File: config.mk
export PLATFORM = sky130hd
export DESIGN_NAME = y_signature_compactor
export DESIGN_NICKNAME = d
export VERILOG_FILES = /design/src/rtl/y_signature_compactor.sv
export SDC_FILE = /design/constraint.sdc
export NUM_CORES = 1
export LEC_CHECK = 0
export CAP_MARGIN = 20
export CORE_MARGIN = 8
export CORE_UTILIZATION = 30
export CTS_CLUSTER_DIAMETER = 120
export DETAILED_ROUTE_END_ITERATION = 16
export SYNTH_ARGS = -nofsm -noshare
export SYNTH_HDL_FRONTEND = slang
export SYNTH_SLANG_ARGS = --single-unit
File: constraint.sdc
create_clock -name clk -period 6.15 [get_ports clk]
set_clock_uncertainty 0.1 [all_clocks]
set_input_delay 1.23 -clock clk [delete_from_list [all_inputs] [get_ports clk]]
set_output_delay 1.23 -clock clk [all_outputs]
set_load 0.005 [all_outputs]
File: src/rtl/y_signature_compactor.sv
// -----------------------------------------------------------------------------
// y_signature_compactor
//
// Compacts the upstream `y` bus into a MISR signature over a programmed number
// of qualified samples, then offers the final signature through a valid/ready
// handshake. Two instances (one per netlist) let an equivalence harness compare
// short signatures instead of full output traces.
//
// Each qualified sample is zero-padded to a multiple of SIG_W bits. It is split
// into SIG_W-bit chunks, and all chunks are XORed into one fold word. The fold
// word is then mixed into the signature:
//     sig <= step(sig) ^ fold,  step(s) = (s << 1) ^ (s[MSB] ? POLY : 0)
//
// Ports:
//   clk         rising-edge clock shared with the upstream block
//   rst         synchronous active-high reset
//   y           upstream output bus sample (DATA_W bits)
//   y_valid     qualifies `y` this cycle
//   start       one-cycle capture request, honoured only in IDLE
//   num_cycles  qualified samples to compact, latched on start
//   busy        high in WARM, RUN and HOLD
//   sig         current signature register
//   sig_valid   final signature available (HOLD)
//   sig_ready   consumer accepts the signature
//   done        one-cycle pulse following the handshake transfer
//   sample_cnt  qualified samples folded so far in this run
// -----------------------------------------------------------------------------
module y_signature_compactor #(
    parameter int               DATA_W = 242,
    parameter int               SIG_W  = 32,
    parameter logic [SIG_W-1:0] POLY   = 32'h04C11DB7,
    parameter logic [SIG_W-1:0] SEED   = 32'hFFFFFFFF,
    parameter int               WARMUP = 0,
    parameter int               CNT_W  = 16
) (
    input  logic              clk,
    input  logic              rst,
    input  logic [DATA_W-1:0] y,
    input  logic              y_valid,
    input  logic              start,
    input  logic [CNT_W-1:0]  num_cycles,
    output logic              busy,
    output logic [SIG_W-1:0]  sig,
    output logic              sig_valid,
    input  logic              sig_ready,
    output logic              done,
    output logic [CNT_W-1:0]  sample_cnt
);

    localparam int NCHUNK = (DATA_W + SIG_W - 1) / SIG_W;
    localparam int PAD_W  = NCHUNK * SIG_W;

    localparam logic [CNT_W-1:0] CNT_ZERO = {CNT_W{1'b0}};
    localparam logic [CNT_W-1:0] CNT_ONE  = {{(CNT_W-1){1'b0}}, 1'b1};
    localparam logic [CNT_W-1:0] WARMUP_C = CNT_W'(WARMUP);
    localparam logic [SIG_W-1:0] SIG_ZERO = {SIG_W{1'b0}};

    typedef enum logic [1:0] {
        ST_IDLE = 2'd0,
        ST_WARM = 2'd1,
        ST_RUN  = 2'd2,
        ST_HOLD = 2'd3
    } state_t;

    // XOR of all SIG_W-bit chunks of the zero-padded sample
    function automatic logic [SIG_W-1:0] fold_f(input logic [DATA_W-1:0] d);
        logic [PAD_W-1:0] pad;
        logic [SIG_W-1:0] acc;
        pad             = {PAD_W{1'b0}};
        pad[DATA_W-1:0] = d;
        acc             = SIG_ZERO;
        for (int k = 0; k < NCHUNK; k++) begin
            acc = acc ^ pad[k*SIG_W +: SIG_W];
        end
        return acc;
    endfunction

    // One Galois-style LFSR shift of the signature
    function automatic logic [SIG_W-1:0] misr_step_f(input logic [SIG_W-1:0] s);
        return {s[SIG_W-2:0], 1'b0} ^ (s[SIG_W-1] ? POLY : SIG_ZERO);
    endfunction

    state_t           state_r, state_nx_s;
    logic [SIG_W-1:0] sig_r, sig_nx_s;
    logic [CNT_W-1:0] cnt_r, cnt_nx_s;
    logic [CNT_W-1:0] warm_cnt_r, warm_nx_s;
    logic [CNT_W-1:0] num_r, num_nx_s;
    logic             done_r, done_nx_s;
    logic             busy_r;
    logic             sig_valid_r;
    logic [CNT_W-1:0] cnt_inc_s;
    logic [CNT_W-1:0] warm_inc_s;

    assign cnt_inc_s  = cnt_r + CNT_ONE;
    assign warm_inc_s = warm_cnt_r + CNT_ONE;

    // Next-state and datapath update for the capture FSM
    always_comb begin
        state_nx_s = state_r;
        sig_nx_s   = sig_r;
        cnt_nx_s   = cnt_r;
        warm_nx_s  = warm_cnt_r;
        num_nx_s   = num_r;
        done_nx_s  = 1'b0;
        case (state_r)
            ST_IDLE: begin
                if (start) begin
                    sig_nx_s  = SEED;
                    cnt_nx_s  = CNT_ZERO;
                    warm_nx_s = CNT_ZERO;
                    num_nx_s  = num_cycles;
                    if (num_cycles == CNT_ZERO) begin
                        state_nx_s = ST_HOLD;
                    end else if (WARMUP > 0) begin
                        state_nx_s = ST_WARM;
                    end else begin
                        state_nx_s = ST_RUN;
                    end
                end else begin
                    state_nx_s = ST_IDLE;
                end
            end
            ST_WARM: begin
                if (y_valid) begin
                    warm_nx_s = warm_inc_s;
                    if (warm_inc_s == WARMUP_C) begin
                        state_nx_s = ST_RUN;
                    end else begin
                        state_nx_s = ST_WARM;
                    end
                end else begin
                    state_nx_s = ST_WARM;
                end
            end
            ST_RUN: begin
                if (y_valid) begin
                    sig_nx_s = misr_step_f(sig_r) ^ fold_f(y);
                    cnt_nx_s = cnt_inc_s;
                    // num_r is non-zero here, so the count can never wrap
                    if (cnt_inc_s == num_r) begin
                        state_nx_s = ST_HOLD;
                    end else begin
                        state_nx_s = ST_RUN;
                    end
                end else begin
                    state_nx_s = ST_RUN;
                end
            end
            ST_HOLD: begin
                // start is deliberately not looked at here
                if (sig_ready) begin
                    done_nx_s  = 1'b1;
                    state_nx_s = ST_IDLE;
                end else begin
                    state_nx_s = ST_HOLD;
                end
            end
            default: begin
                state_nx_s = ST_IDLE;
            end
        endcase
    end

    // State, datapath and registered status outputs
    always_ff @(posedge clk) begin
        if (rst) begin
            state_r     <= ST_IDLE;
            sig_r       <= SEED;
            cnt_r       <= CNT_ZERO;
            warm_cnt_r  <= CNT_ZERO;
            num_r       <= CNT_ZERO;
            done_r      <= 1'b0;
            busy_r      <= 1'b0;
            sig_valid_r <= 1'b0;
        end else begin
            state_r     <= state_nx_s;
            sig_r       <= sig_nx_s;
            cnt_r       <= cnt_nx_s;
            warm_cnt_r  <= warm_nx_s;
            num_r       <= num_nx_s;
            done_r      <= done_nx_s;
            busy_r      <= (state_nx_s != ST_IDLE);
            sig_valid_r <= (state_nx_s == ST_HOLD);
        end
    end

    assign busy       = busy_r;
    assign sig        = sig_r;
    assign sig_valid  = sig_valid_r;
    assign done       = done_r;
    assign sample_cnt = cnt_r;

endmodule
==> results of run 1 <==
cell type report:
type | instances | area [sq um] | share of cell area, %
well taps | 275 | 344 | 3.43
clock buffers | 11 | 243 | 2.42
multi-input cells | 656 | 4510 | 45.0
flip-flops and latches | 85 | 1700 | 17.0
clock inverters | 5 | 42.5 | 0.424
inverters | 2 | 7.51 | 0.0749
repair buffers | 316 | 3170 | 31.6
through the flow:
stage | total power [mW] | util (%) | hold WS (ns)
after global placement | 1.31 | 46.2 | 0.362
after detailed placement | 1.32 | 46.2 | 0.362
after global routing | 1.92 | 47.7 | 0.390
final | 1.82 | 47.7 | 0.372
after floorplan | 1.01 | - | 0.348
after CTS | 1.84 | 47.6 | 0.371
report_power, final:
part           switching (mW)  leakage [nW]  internal, mW  total (mW)
logic                   0.266          2.50         0.422       0.687
registers              0.0315         0.692         0.576       0.607
clock network           0.237         0.137         0.289       0.527
registers in the layout (all words and copies together), names as in the netlist:
signal      flops
sig_valid       1
done            1
state_r         2
warm_cnt_r     16
busy            1
sample_cnt     16
sig            32
num_r          16
cells by family after synthesis:
family	count (synthesis)	synth area share [%]
simple gates	234	18.0
compound gates	139	13.4
fa+ha+maj	3	0.584
buf+inv	47	3.38
mux	2	0.331
flops	85	26.5
xor+xnor	278	37.9
worst min path at each step:
stage	start	end	slack, ns	cells past startpoint
CTS	num_r[4]$_SDFFE_PP0P_	num_r[4]$_SDFFE_PP0P_	0.37	2
finish	num_r[4]$_SDFFE_PP0P_	num_r[4]$_SDFFE_PP0P_	0.37	2
global placement	num_r[4]$_SDFFE_PP0P_	num_r[4]$_SDFFE_PP0P_	0.36	2
global route	num_r[15]$_SDFFE_PP0P_	num_r[15]$_SDFFE_PP0P_	0.39	2
detailed placement	num_r[4]$_SDFFE_PP0P_	num_r[4]$_SDFFE_PP0P_	0.36	2
floorplan	num_r[0]$_SDFFE_PP0P_	num_r[0]$_SDFFE_PP0P_	0.35	2
per-layer routing:
metal  GRT usage (%)  up-vias  routed length [um]
li1                -     3257                   -
met1            21.0     2883                9800
met2            31.4      174               12900
met4            2.99        2                 180
met3            6.22       12                1870
met5               0        -                  13
placed cells by master, fill, tap and decap left out, drive strengths merged, types with 2 or more instances in the layout:
cell / n
a211oi: 7
a21oi: 43
a22oi: 7
a311oi: 8
a31oi: 9
and2: 5
and3: 5
and4: 9
buf: 4
clkbuf: 11
clkdlybuf4s50: 312
clkinv: 2
dfxtp: 85
ha: 3
inv: 4
nand2: 94
nand2b: 5
nand3: 18
nand3b: 3
nand4: 9
nand4b: 3
nor2: 46
nor2b: 5
nor3: 14
nor4: 5
nor4b: 2
o211ai: 2
o21ai: 23
o22ai: 33
or3: 5
or4: 2
xnor2: 249
xor2: 29
critical path, delay by kind of cell:
family                 cells  cell delay (ns)
AND/OR/NAND/NOR            3             1.57
buffers and inverters      2             0.96
AO/OA/AOI/OAI              1             0.18
==> flow_metrics.py, run 1 <==
metrics = {
    "global_routing": {
        "gr-total-overflow": 0,
        "grt_pass1_wl_um": 36300,
        "grt_use_total_pct": 18.0,
        "first_global_vias": 6238,
        "antenna_found_initial": 1,
        "grt_max_degree": 53,
    },
    "setup_path": {
        "start_kind": "input pin",
        "crit_path_end": "sig[0]$_SDFFE_PP1P_",
        "path_cells": "clkdlybuf4s50_1 -> nand2_2 -> nand2_1 -> buf_4 -> o22ai_1 -> nand2_1",
        "cp_slowest_cell": "nand2_2",
        "critPathArrivalTime_ns": 3.96,
        "r2r_setup_slack_ns": 2.98,
        "ff2ff_path_depth": 7,
        "critical_path.max_fanout": 50,
        "slowest_delay_ns": 0.75,
        "worstReg2RegStart": "state_r[1]$_SDFF_PP0_",
        "worst_ep_required_time_ns": 6.28,
        "startpoint": "y_valid",
        "critPathCaptureType": "flip-flop",
        "r2r_end": "sample_cnt[3]$_SDFFE_PP0P_",
        "crit_top_cell": "nand2_1",
        "crit_type": "input pin to flip-flop",
    },
    "sta": {
        "setup_tns_ns": 0,
        "final.period_utilization_pct": 62.3,
        "fmax_ghz": 0.261,
        "hold_viol_final": 0,
        "relSlewSlack_pct": 36.1,
        "setup_viol": 0,
        "finalWorstSetupSlack_ns": 2.32,
        "maxSlewViolCount": 0,
        "period_needed_ns": 3.83,
        "rsz0062_at_grt": "no",
        "tightest_slew_ns": 0.954,
    },
    "clocking": {
        "cts_tree": "built",
        "clk_latency_ns": 0.35,
        "cts_buffers": 9,
        "cts_sinks": 85,
        "clk_path_buf_depth": 2,
        "clk_pin_slew_ns": 0.07,
        "ctsResizeCount": 0,
        "hold_buffers": 0,
        "h-tree-depth": 3,
        "post_cts_buffers": 0,
        "clock-root-buffer": "clkbuf_16",
    },
    "synth": {
        "synth_common_cells": "249 x xnor2_1, 93 x nand2_1, 85 x dfxtp_1",
        "synth.most_common_cell": "xnor2_1",
        "async_flop_share_pct": 0,
        "ys.flop_type": "dfxtp_1",
        "yosysSeqAreaShare_pct": 26.5,
        "synth_edf_count": 0,
        "synth_area_sq_mm": 0.00643,
        "yosysWarnings": 0,
        "synth_cell_types": 57,
        "netlist.area_leader.share_pct": 33.9,
        "syn_area_per_cell_sq_um": 8.16,
        "ys_ff_latch": 85,
        "synthCells": 788,
        "yosys-top-cells-area": "xnor2_1 34%, dfxtp_1 26%, nand2_1 5.4%",
        "yosys.area.top_type": "xnor2_1",
        "synth_nets": 1054,
    },
    "layout": {
        "layout.cells.non_filler": 1350,
        "areaGrowthSynthToFinish_pct": 55.9,
        "fin_area_sq_mm": 0.0100,
        "n_antenna_cell": 0,
        "final_nets": 1336,
        "nFillCells": 2077,
        "drive_gt1_share_pct": 2.79,
    },
    "power": {
        "power_density_mw_per_mm2": 182,
        "vdd_drop_max_uv": 126,
        "p_leak_nw": 3.32,
    },
    "drt": {
        "vias_per_cell": 4.69,
        "routed_wl_um": 24700,
        "drt_iter0_markers": 231,
        "drtPass1Iterations": 5,
        "drcViolationCount": 0,
        "ant_nets": 0,
        "drt-wirelength-per-cell_um": 18.3,
        "via_count": 6328,
    },
    "placement": {
        "dp_slack_ns": 1.89,
        "io_buffers": 313,
        "place_inst": 1333,
        "place_congestion": 0.848,
        "place_area_sq_mm": 0.00971,
        "place_hpwl_um": 21200,
    },
    "floorplanning": {
        "fp.dieW_um": 162,
        "initial_core_util_pct": 30.6,
        "die-area_sq_mm": 0.0264,
        "core_area_sq_mm": 0.0210,
        "fp.dieH_um": 162,
        "io_pins": 314,
        "rows": 53,
    },
    "run_status": {
        "status": "finished clean",
    },
    "hold_path": {
        "holdCritPathClass": "flip-flop to flip-flop",
    },
    "job": {
        "drv_cap": 0,
    },
}
Note: power is estimated with default switching activity, not from simulation.
==> run 2, diff against run 1 <==
clock period = 3.9 ns   (was 6.15 ns; I/O delays follow)
==> run 2 against run 1 <==
  * Count of clock-buffer cells in the layout is the same
  * Clock power grew 58%
  * Critical path depth grew 2
  * Critical endpoint is now sig_valid$_SDFF_PP0_
==> flow_metrics.py, run 2 (synthesis results as in run 1) <==
metrics = {
    "run_status": {
        "status": "finished clean",
    },
    "sta": {
        "setup_tns_ns": 0,
        "finalWorstSetupSlack_ns": 1.03,
        "relSlewSlack_pct": 53.3,
        "tightest_slew_ns": 0.701,
        "period_needed_ns": 2.87,
        "final.period_utilization_pct": 73.6,
        "hold_viol_final": 0,
        "rsz0062_at_grt": "no",
        "fmax_ghz": 0.348,
        "worst_hold_slack_ns": 0.376,
        "setup_viol": 0,
        "maxSlewViolCount": 0,
    },
    "setup_path": {
        "ff2ff_path_depth": 8,
        "cp_num_cells": 8,
        "cp_slowest_cell": "or4_1",
        "worstReg2RegStart": "sample_cnt[0]$_SDFFE_PP0P_",
        "crit_type": "flip-flop to flip-flop",
        "critPathArrivalTime_ns": 3.05,
        "slowest_delay_ns": 0.53,
        "crit_family": "simple AND/OR/NAND/NOR gates",
        "r2r_setup_slack_ns": 1.03,
        "r2r_end": "sig_valid$_SDFF_PP0_",
        "critical_path.max_fanout": 8,
        "path_cells": "ha_1 -> and4_1 -> nand3_4 -> a31oi_1 -> a21oi_1 -> or4_1 -> o31a_1 -> a21oi_2",
        "critPathCaptureType": "flip-flop",
        "start_kind": "flip-flop",
        "worst_ep_required_time_ns": 4.08,
        "cp_num_buf_inv": 0,
    },
    "drt": {
        "vias_per_cell": 4.65,
        "ant_nets": 0,
        "drcViolationCount": 0,
        "via_count": 6307,
        "drt-wirelength-per-cell_um": 18.4,
        "drtPass1Iterations": 4,
        "drt_iter0_markers": 320,
        "routed_wl_um": 24900,
    },
    "hold_path": {
        "hp-start": "num_r[3]$_SDFFE_PP0P_",
        "holdCritPathClass": "flip-flop to flip-flop",
        "min_to": "num_r[3]$_SDFFE_PP0P_",
        "hold_depth": 2,
    },
    "clocking": {
        "cts_buffers": 9,
        "cts_sinks": 85,
        "post_cts_buffers": 0,
        "hold_buffers": 0,
        "h-tree-depth": 3,
        "clock-root-buffer": "clkbuf_16",
        "ctsResizeCount": 0,
        "clk_pin_slew_ns": 0.07,
        "cts_tree": "built",
        "clk_latency_ns": 0.35,
        "clk_path_buf_depth": 2,
    },
    "layout": {
        "n_antenna_cell": 0,
        "drive_gt1_share_pct": 3.24,
        "layout.cells.non_filler": 1355,
        "regMostFlops": "sig",
        "areaGrowthSynthToFinish_pct": 56.1,
        "nFillCells": 2049,
        "layout_commonest_cell": "clkdlybuf4s50_1",
        "layout_common_cells": "312 x clkdlybuf4s50_1, 249 x xnor2_1, 92 x nand2_1",
        "largest_register_ffs": 32,
        "final_nets": 1341,
    },
    "power": {
        "switching_power_mw": 0.848,
        "p_leak_nw": 3.34,
        "vdd_drop_max_uv": 193,
        "power_mw": 2.88,
        "seq_power_share_pct": 33.0,
        "p_clk_share_pct": 29.0,
        "combPwrFrac_pct": 38.0,
        "switching_share_pct": 29.4,
        "power_density_mw_per_mm2": 287,
        "power.internal_mw": 2.03,
    },
    "global_routing": {
        "grt_use_total_pct": 18.3,
        "grt_max_degree": 53,
        "antenna_found_initial": 1,
        "first_global_vias": 6462,
        "grt_pass1_wl_um": 37200,
        "gr-total-overflow": 0,
    },
    "floorplanning": {
        "core_area_sq_mm": 0.0210,
        "fp.dieW_um": 162,
        "die-area_sq_mm": 0.0264,
        "io_pins": 314,
        "fp.dieH_um": 162,
        "initial_core_util_pct": 30.6,
        "rows": 53,
    },
    "placement": {
        "place_congestion": 0.827,
        "dp_slack_ns": 0.973,
        "place_inst": 1339,
        "place_hpwl_um": 21300,
        "io_buffers": 313,
    },
    "job": {
        "drv_cap": 0,
    },
}
run 2: cell types whose count changed in the layout (fill, tap and decap cells not counted), sizes merged:
cell	previous run	this run
buf	4	9
clkinvlp	1	2
clkinv	2	1
run 2: cell type report:
| cell class | count | area, sq um | area share (%) |
|---|---|---|---|
| clock buffers | 11 | 243 | 2.42 |
| clock inverters | 5 | 43.8 | 0.436 |
| inverters | 2 | 7.51 | 0.0748 |
| multi-input cells | 656 | 4510 | 45.0 |
| flip-flops and latches | 85 | 1700 | 16.9 |
| well taps | 275 | 344 | 3.43 |
| repair buffers | 321 | 3190 | 31.7 |
run 2: worst reg2reg max path, stage by stage (launching register included):
cell and delay [ns]:
dfxtp_1 0.48, ha_1 0.33, and4_1 0.44, nand3_4 0.15
a31oi_1 0.19, a21oi_1 0.08, or4_1 0.53, o31a_1 0.35
a21oi_2 0.15
run 2: worst max path at each step:
stage / endpoint / slack (ns) / startpoint
after floorplan: sig_valid$_SDFF_PP0_ / 1.43 / sample_cnt[0]$_SDFFE_PP0P_
after global placement: sample_cnt[3]$_SDFFE_PP0P_ / 1.03 / y_valid
after CTS: sig_valid$_SDFF_PP0_ / 1.02 / sample_cnt[0]$_SDFFE_PP0P_
after global routing: sig_valid$_SDFF_PP0_ / 0.88 / sample_cnt[0]$_SDFFE_PP0P_
final: sig_valid$_SDFF_PP0_ / 1.03 / sample_cnt[0]$_SDFFE_PP0P_
after detailed placement: sig[4]$_SDFFE_PP1P_ / 0.97 / y_valid
run 2: routing by layer:
metal	global-route usage, %	wire [um]
met2	32.6	12900
met1	20.8	9810
met4	2.90	274
met3	6.77	1920
met5	0	13
run 2: stage by stage:
stage	utilization [%]	cell area, sq um
final	47.8	10000
after global routing	47.8	10000
after CTS	47.8	10000
after detailed placement	46.4	9760
after global placement	46.4	9760
after floorplan	-	6430
run 2: power groups by stage:
stage / Clock, mW / Sequential [mW] / Combinational [mW]
global placement: 0 / 0.970 / 1.11
floorplan: 0 / 0.962 / 0.630
global route: 0.903 / 0.956 / 1.19
CTS: 0.865 / 0.951 / 1.11
detailed placement: 0 / 0.970 / 1.11
finish: 0.835 / 0.951 / 1.09
==> run 3, diff against run 2 <==
clock period = 2.99 ns   (was 3.9 ns; I/O delays follow)
==> run 3 against run 2 <==
  * Critical path depth did not move
  * Worst hold slack got worse by 0.0072 ns
  * First-iteration DRC count rose by 4.1%
==> flow_metrics.py, run 3 (synthesis results as in run 1) <==
metrics = {
    "sta": {
        "rsz0062_at_grt": "no",
        "maxSlewViolCount": 0,
        "setup_viol": 0,
        "setup_tns_ns": 0,
        "fmax_ghz": 0.375,
        "period_needed_ns": 2.67,
        "hold_viol_final": 0,
        "tightest_slew_ns": 0.644,
        "relSlewSlack_pct": 57.0,
        "final.period_utilization_pct": 89.2,
    },
    "floorplanning": {
        "fp.dieW_um": 162,
        "rows": 53,
        "fp.dieH_um": 162,
        "io_pins": 314,
        "die-area_sq_mm": 0.0264,
        "core_area_sq_mm": 0.0210,
        "initial_core_util_pct": 30.6,
    },
    "clocking": {
        "h-tree-depth": 3,
        "clock-root-buffer": "clkbuf_16",
        "cts_buffers": 9,
        "ctsResizeCount": 0,
        "clk_pin_slew_ns": 0.07,
        "cts_tree": "built",
        "clk_latency_ns": 0.35,
        "hold_buffers": 0,
        "clk_path_buf_depth": 2,
        "post_cts_buffers": 0,
        "cts_sinks": 85,
    },
    "layout": {
        "areaGrowthSynthToFinish_pct": 58.1,
        "utilization_pct": 48.4,
        "largest_register_ffs": 32,
        "drive_gt1_share_pct": 3.96,
        "layout.cells.non_filler": 1363,
        "final_nets": 1349,
        "layout_common_cells": "312 x clkdlybuf4s50_1, 249 x xnor2_1, 92 x nand2_1",
        "regMostFlops": "sig",
        "layout_commonest_cell": "clkdlybuf4s50_1",
    },
    "drt": {
        "routed_wl_um": 25200,
        "drt-wirelength-per-cell_um": 18.5,
        "vias_per_cell": 4.68,
        "drcViolationCount": 0,
        "via_count": 6378,
        "drt_iter0_markers": 333,
        "ant_nets": 0,
        "drtPass1Iterations": 5,
    },
    "placement": {
        "place_inst": 1347,
        "place_hpwl_um": 21500,
        "place_congestion": 0.839,
        "io_buffers": 313,
    },
    "global_routing": {
        "grt_use_total_pct": 18.5,
        "grt_max_degree": 52,
        "gr-total-overflow": 0,
        "grt_pass1_wl_um": 37400,
        "antenna_found_initial": 3,
        "first_global_vias": 6368,
    },
    "setup_path": {
        "start_kind": "flip-flop",
        "r2r_setup_slack_ns": 0.32,
        "crit_type": "flip-flop to flip-flop",
        "startpoint": "sample_cnt[0]$_SDFFE_PP0P_",
        "critPathCaptureType": "flip-flop",
        "worstReg2RegStart": "sample_cnt[0]$_SDFFE_PP0P_",
        "critical_path.max_fanout": 8,
        "worst_ep_required_time_ns": 3.17,
        "critPathArrivalTime_ns": 2.85,
    },
    "job": {
        "drv_cap": 0,
    },
    "power": {
        "vdd_drop_max_uv": 240,
        "p_leak_nw": 3.41,
        "power_mw": 3.91,
        "power_density_mw_per_mm2": 385,
    },
    "run_status": {
        "status": "finished clean",
    },
    "hold_path": {
        "hp-start": "num_r[7]$_SDFFE_PP0P_",
        "holdCritPathClass": "flip-flop to flip-flop",
    },
}
-- run 3: power breakdown --
part | total, mW | switching, mW | internal (mW)
clock | 1.24 | 0.497 | 0.738
combinational | 1.44 | 0.556 | 0.880
sequential | 1.24 | 0.0542 | 1.18
total | 3.91 | 1.11 | 2.80
-- run 3: routing by layer --
metal	vias up	wire length, um	global-route usage, %
met3	21	2000	7.28
met2	195	12900	32.7
met4	6	255	2.78
met1	2878	9960	21.1
li1	3278	-	-
met5	-	41	0
-- run 3: per-stage QoR --
stage	instance area, sq um	worst slack, ns	hold slack [ns]
2_1_floorplan	6430	0.522	0.348
3_3_place_gp	9840	0.405	0.359
3_5_place_dp	9840	0.355	0.362
4_1_cts	10200	0.327	0.371
5_1_grt	10200	0.0706	0.388
6_report	10200	0.324	0.368
-- run 3: final timing paths --
check                     endpoint  depth (start not counted)
min          num_r[7]$_SDFFE_PP0P_                          2
max reg2reg   sig_valid$_SDFF_PP0_                          8
max           sig_valid$_SDFF_PP0_                          8
min reg2reg  num_r[7]$_SDFFE_PP0P_                          2
-- run 3: layout make-up --
type | count | area [sq um]
antenna | 1 | 2.50
clock buffer | 9 | 225
clock inverter | 6 | 96.3
fill | 2091 | 10900
inverter | 2 | 7.51
multi-input combinational | 656 | 4510
sequential | 85 | 1700
tap | 275 | 344
timing repair buffer | 329 | 3270
-- run 3: critical path, stage by stage, from the launching register on --
cell,delay [ns]
dfxtp_1,0.33
ha_1,0.27
and4_1,0.45
nand3_4,0.15
a31oi_1,0.19
a21oi_1,0.08
or4_1,0.52
o31a_1,0.34
a21oi_2,0.15
